--- src/rtl/bikers_pkg.sv ---
// Shared constants and types for the bikes layer: bike count, player slot, detector states.
package bikers_pkg;

  localparam int ENEMY_BIKES_COUNT = 8;
  localparam int PLAYER_BIKE_IDX   = ENEMY_BIKES_COUNT;
  localparam int BIKE_IDX_W        = (ENEMY_BIKES_COUNT > 1) ? $clog2(ENEMY_BIKES_COUNT) : 1;

  typedef enum logic {
    ARMED    = 1'b0,
    COOLDOWN = 1'b1
  } collision_state_e;

endpackage

--- src/rtl/bikers_priority_encoder.sv ---
// Lowest-set-bit index of a vector; 0 when the vector is empty.
// Purely combinational, no latency and no flow control.
module bikers_priority_encoder #(
  parameter int WIDTH = 8,
  parameter int IDX_W = 3
) (
  input  logic [WIDTH-1:0] vec_i,
  output logic [IDX_W-1:0] idx_o
);

  // Scan from the top so the lowest set bit is the last to win.
  always_comb begin
    idx_o = '0;
    for (int i = WIDTH - 1; i >= 0; i--) begin
      if (vec_i[i]) idx_o = IDX_W'(i);
    end
  end

endmodule

--- src/rtl/bikers_collision_detector.sv ---
// Per-frame player/enemy overlap detector with frame-counted invulnerability cooldown.
// Report is registered one cycle after startOfFrame; no backpressure, runs every pixel.
module bikers_collision_detector #(
  parameter int ENEMY_BIKES_COUNT = bikers_pkg::ENEMY_BIKES_COUNT,
  parameter int COOLDOWN_FRAMES   = 60,
  localparam int IDX_W = (ENEMY_BIKES_COUNT > 1) ? $clog2(ENEMY_BIKES_COUNT) : 1
) (
  input  logic                         clk,
  input  logic                         reset,
  input  logic                         startOfFrame,
  input  logic [ENEMY_BIKES_COUNT:0]   inputInsideRectangle,
  output logic                         collisionPulse,
  output logic [ENEMY_BIKES_COUNT-1:0] enemyHitMask,
  output logic [IDX_W-1:0]             collisionEnemyIndex,
  output logic                         invulnerable
);
  import bikers_pkg::*;

  localparam int PLAYER_IDX = ENEMY_BIKES_COUNT;
  localparam int CNT_W      = (COOLDOWN_FRAMES > 0) ? $clog2(COOLDOWN_FRAMES + 1) : 1;

  collision_state_e             state_q, state_d;
  logic [CNT_W-1:0]             cnt_q, cnt_d;
  logic [ENEMY_BIKES_COUNT-1:0] accum_q, accum_d;
  logic                         window_vld_q, window_vld_d;
  logic                         pulse_q, pulse_d;
  logic [ENEMY_BIKES_COUNT-1:0] mask_q, mask_d;
  logic [IDX_W-1:0]             idx_q, idx_d;
  logic [ENEMY_BIKES_COUNT-1:0] hit_now;
  logic [IDX_W-1:0]             snap_idx;

  bikers_priority_encoder #(
    .WIDTH (ENEMY_BIKES_COUNT),
    .IDX_W (IDX_W)
  ) u_enc (
    .vec_i (accum_q),
    .idx_o (snap_idx)
  );

  always_comb begin
    hit_now      = inputInsideRectangle[ENEMY_BIKES_COUNT-1:0]
                 & {ENEMY_BIKES_COUNT{inputInsideRectangle[PLAYER_IDX]}};
    state_d      = state_q;
    cnt_d        = cnt_q;
    accum_d      = accum_q | hit_now;
    window_vld_d = window_vld_q;
    pulse_d      = 1'b0;
    mask_d       = mask_q;
    idx_d        = idx_q;
    // The boundary pixel opens the new frame; accum_q still holds the old one.
    // A window is only trusted once a boundary has been seen since reset.
    if (startOfFrame) begin
      accum_d      = hit_now;
      window_vld_d = 1'b1;
      case (state_q)
        ARMED: begin
          if (window_vld_q && (accum_q != '0)) begin
            pulse_d = 1'b1;
            mask_d  = accum_q;
            idx_d   = snap_idx;
            if (COOLDOWN_FRAMES > 0) begin
              cnt_d   = CNT_W'(COOLDOWN_FRAMES);
              state_d = COOLDOWN;
            end
          end
        end
        COOLDOWN: begin
          if (cnt_q != '0) cnt_d = cnt_q - CNT_W'(1);
          if (cnt_q <= CNT_W'(1)) state_d = ARMED;
        end
        default: state_d = ARMED;
      endcase
    end
  end

  always_ff @(posedge clk or posedge reset) begin
    if (reset) begin
      state_q      <= ARMED;
      cnt_q        <= '0;
      accum_q      <= '0;
      window_vld_q <= 1'b0;
      pulse_q      <= 1'b0;
      mask_q       <= '0;
      idx_q        <= '0;
    end else begin
      state_q      <= state_d;
      cnt_q        <= cnt_d;
      accum_q      <= accum_d;
      window_vld_q <= window_vld_d;
      pulse_q      <= pulse_d;
      mask_q       <= mask_d;
      idx_q        <= idx_d;
    end
  end

  assign collisionPulse      = pulse_q;
  assign enemyHitMask        = mask_q;
  assign collisionEnemyIndex = idx_q;
  assign invulnerable        = (state_q == COOLDOWN);

endmodule

--- config.mk ---
export PLATFORM = sky130hd
export DESIGN_NAME = bikers_collision_detector
export DESIGN_NICKNAME = d
export VERILOG_FILES = /design/src/rtl/bikers_pkg.sv /design/src/rtl/bikers_priority_encoder.sv /design/src/rtl/bikers_collision_detector.sv
export SDC_FILE = /design/constraint.sdc
export NUM_CORES = 1
export LEC_CHECK = 0
export CAP_MARGIN = 20
export CORE_ASPECT_RATIO = 0.7
export CORE_MARGIN = 2
export CORE_UTILIZATION = 54
export DETAILED_ROUTE_END_ITERATION = 12
export HOLD_SLACK_MARGIN = 0.08
export PLACE_DENSITY_LB_ADDON = 0.25
export SLEW_MARGIN = 5
export SYNTH_ARGS = -nofsm -noshare
export SYNTH_HDL_FRONTEND = slang
export SYNTH_SLANG_ARGS = --single-unit
--- constraint.sdc ---
create_clock -name clk -period 3.4 [get_ports clk]
set_input_delay 0.68 -clock clk [delete_from_list [all_inputs] [get_ports clk]]
set_output_delay 0.68 -clock clk [all_outputs]
set_load 0.02 [all_outputs]
==> results.py <==
metrics = {
    "sta": {
        "fmax_ghz": 0.430,
        "setup_ws_ns": 1.08,
        "rsz0062_at_grt": "false",
        "fin_tns_setup_ns": 0,
        "period_share_pct": 68.3,
        "timing.hold.ws_ns": 0.500,
        "final_hold_viol_count": 0,
        "tightest_slew_ns": 0.627,
        "slew_violations": 0,
        "finalClockSkew_ns": 0.0165,
        "period_minus_slack_ns": 2.32,
        "setup_viol": 0,
        "relSlewSlack_pct": 58.1,
    },
    "synth": {
        "synth_compound_area_share_pct": 17.1,
        "synth_xor_area_share_pct": 0,
        "seq_area_frac_synth_pct": 54.1,
        "syn_nets": 149,
        "synthesis.area_mm2": 0.00130,
        "syn_inst": 135,
        "synthAdderAreaFrac_pct": 1.93,
        "synth-simple-area-share_pct": 18.7,
        "synth_top_family_by_area": "simple AND/OR/NAND/NOR gates",
        "synth.area.mux_share_pct": 2.32,
        "ys_warn_count": 0,
        "syn_area_per_cell_um2": 9.60,
        "synth_cell_types": 31,
        "ys_ff_latch": 28,
    },
    "worst_setup_path": {
        "cp-start-kind": "flip-flop",
        "worstPathMaxFanout": 14,
        "max_stage_delay_ns": 0.68,
        "worstPathRequired_ns": 2.72,
        "path_cells": "clkdlybuf4s50_1",
        "path_buf_inv": 1,
        "arrival_ns": 1.64,
        "path_class": "flip-flop to output pin",
        "slowest_stage": "clkdlybuf4s50_1",
        "crit_family": "buffers and inverters",
        "endpoint_kind": "output pin",
    },
    "cts": {
        "hold_buffers": 0,
        "clkTransAtPathRegs_ns": 0.15,
        "cts_buffers": 3,
        "htree_levels": 1,
        "cts_tree": "yes",
        "clkSinkCount": 28,
        "clock_latency_ns": 0.33,
        "ctsResizeCount": 0,
        "cts_setup_buffers": 0,
        "clock_path_buffers": 2,
        "cts_root_buffer": "clkbuf_4",
    },
    "final_layout": {
        "syn2layout_area_growth_pct": 24.1,
        "drive_above_1_share_pct": 7.59,
        "nNetsFinal": 173,
        "fin_util_pct": 72.9,
        "final_common_cell": "dfrtp_1",
        "final_cell_mix": "28 x dfrtp_1, 24 x clkdlybuf4s50_1, 22 x nand2_1",
        "diodes": 0,
    },
    "power_and_ir_drop": {
        "peakVddDrop_v": 0.000434,
        "powerDensity_mw_per_mm2": 774,
        "switching_share_pct": 38.7,
        "clkPwrFrac_pct": 13.0,
        "combPwrFrac_pct": 43.3,
        "p_leak_uw": 0.000719,
        "power_switching_uw": 483,
        "p_int_uw": 763,
        "pwr-share-seq_pct": 43.7,
    },
    "route": {
        "routed-via-count": 1098,
        "avgRoutedWirePerCell_um": 15.1,
        "ant_nets": 0,
        "wl_mm": 2.87,
        "via_per_inst": 5.78,
        "first_pass_iters": 4,
        "drt_iter0_drc": 33,
        "drc": 0,
    },
    "grt": {
        "grtUsageMet1_pct": 27.8,
        "grt_pass1_wl_mm": 4.82,
        "top_usage_layer": "met2",
        "overflow": 0,
        "grt_max_degree": 29,
        "use_met2_pct": 38.7,
        "met3_usage_pct": 7.48,
        "grt_pass1_vias": 1078,
        "grt_antenna_before_repair": 0,
        "grt_use_total_pct": 22.8,
    },
    "worst_hold_path": {
        "min_path_type": "flip-flop to flip-flop",
    },
    "placed_design": {
        "dp_hpwl_mm": 1.92,
        "place_congestion": 0.831,
        "pre_cts_slack_ns": 0.878,
        "port_buffers": 24,
    },
    "floorplanning": {
        "core_region_area_mm2": 0.00221,
        "die-area_mm2": 0.00281,
        "die_h_um": 45.0,
        "die_w_um": 62.6,
        "ioPinCount": 25,
        "num_rows": 14,
        "start_util_pct": 58.7,
    },
    "job": {
        "max_cap_viol_count": 0,
    },
    "status": {
        "status": "finished clean",
    },
}
==> power groups by stage <==
stage               registers, uW  logic (uW)  clock network, uW
floorplan                     605         262                  0
detailed placement            551         522                  0
CTS                           544         536                165
global placement              543         506                  0
global route                  565         588                177
finish                        545         539                162
==> worst paths after layout <==
path	from	to	slack [ns]	depth (start not counted)
min in group asynchronous	reset	enemyHitMask[0]$_DFFE_PP0P_	0.56	2
hold reg to reg	enemyHitMask[7]$_DFFE_PP0P_	enemyHitMask[7]$_DFFE_PP0P_	0.50	2
setup / recovery	invulnerable$_DFFE_PP0P_	invulnerable	1.08	1
hold / removal	enemyHitMask[7]$_DFFE_PP0P_	enemyHitMask[7]$_DFFE_PP0P_	0.50	2
setup reg to reg	accum_q[1]$_DFF_PP0_	cnt_q[5]$_DFFE_PP0P_	1.42	5
max in group asynchronous	reset	enemyHitMask[4]$_DFFE_PP0P_	2.41	3
==> cells in the mapped netlist (all sizes together) <==
master / count / area (um^2)
a211oi: 2 / 15.0
a21o: 1 / 7.51
a21oi: 6 / 30.0
a22oi: 1 / 7.51
and3b: 1 / 8.76
buf: 3 / 20.0
clkbuf: 3 / 11.3
dfrtp: 28 / 701
ha: 2 / 25.0
inv: 12 / 45.0
mux2i: 3 / 30.0
nand2: 22 / 82.6
nand2b: 3 / 18.8
nand3: 2 / 10.0
nand4: 2 / 12.5
nor2: 5 / 18.8
nor3: 2 / 10.0
nor3b: 1 / 7.51
nor4: 3 / 18.8
o211ai: 1 / 7.51
o21ai: 20 / 111
o221ai: 2 / 17.5
o2bb2ai: 1 / 8.76
o31ai: 1 / 7.51
o41ai: 1 / 8.76
or2: 4 / 25.0
or4: 3 / 30.0
==> through the flow <==
stage,cells,instance area [um^2],total power [uW]
6_report,190,1610,1250
4_1_cts,189,1580,1250
5_1_grt,190,1610,1330
2_1_floorplan,135,1300,867
3_3_place_gp,185,1550,1050
3_5_place_dp,185,1550,1070
==> registers in the layout (all words and copies together) (netlist names) <==
signal	cells
accum_q	8
enemyHitMask	8
cnt_q	6
collisionEnemyIndex	3
collisionPulse	1
invulnerable	1
window_vld_q	1
==> cell families (layout without fill, tap and decap cells) <==
group	count (synthesis)	after routing
buffers and inverters	18	41
DFF	28	28
adders and majority gates	2	2
muxes	3	3
and+or+nand+nor	48	48
AOI/OAI and AO/OA	36	36
==> layer usage <==
metal  share of wire (%)  wire (um)  vias to the layer above
li1                    -          -                      516
met2                  49       1400                       52
met3                 7.6        218                        6
met4                 1.1         32                        0
met1                  42       1210                      524
met5                   0          0                        -
==> final cells by class <==
type                    count  area, um^2
well taps                  32        40.0
flip-flops and latches     28         701
repair buffers             25         268
inverters                  12        45.0
fillers                   184         598
clock buffers               4        36.3
multi-input cells          89         519
No activity file was read; power rests on OpenSTA's default activity.
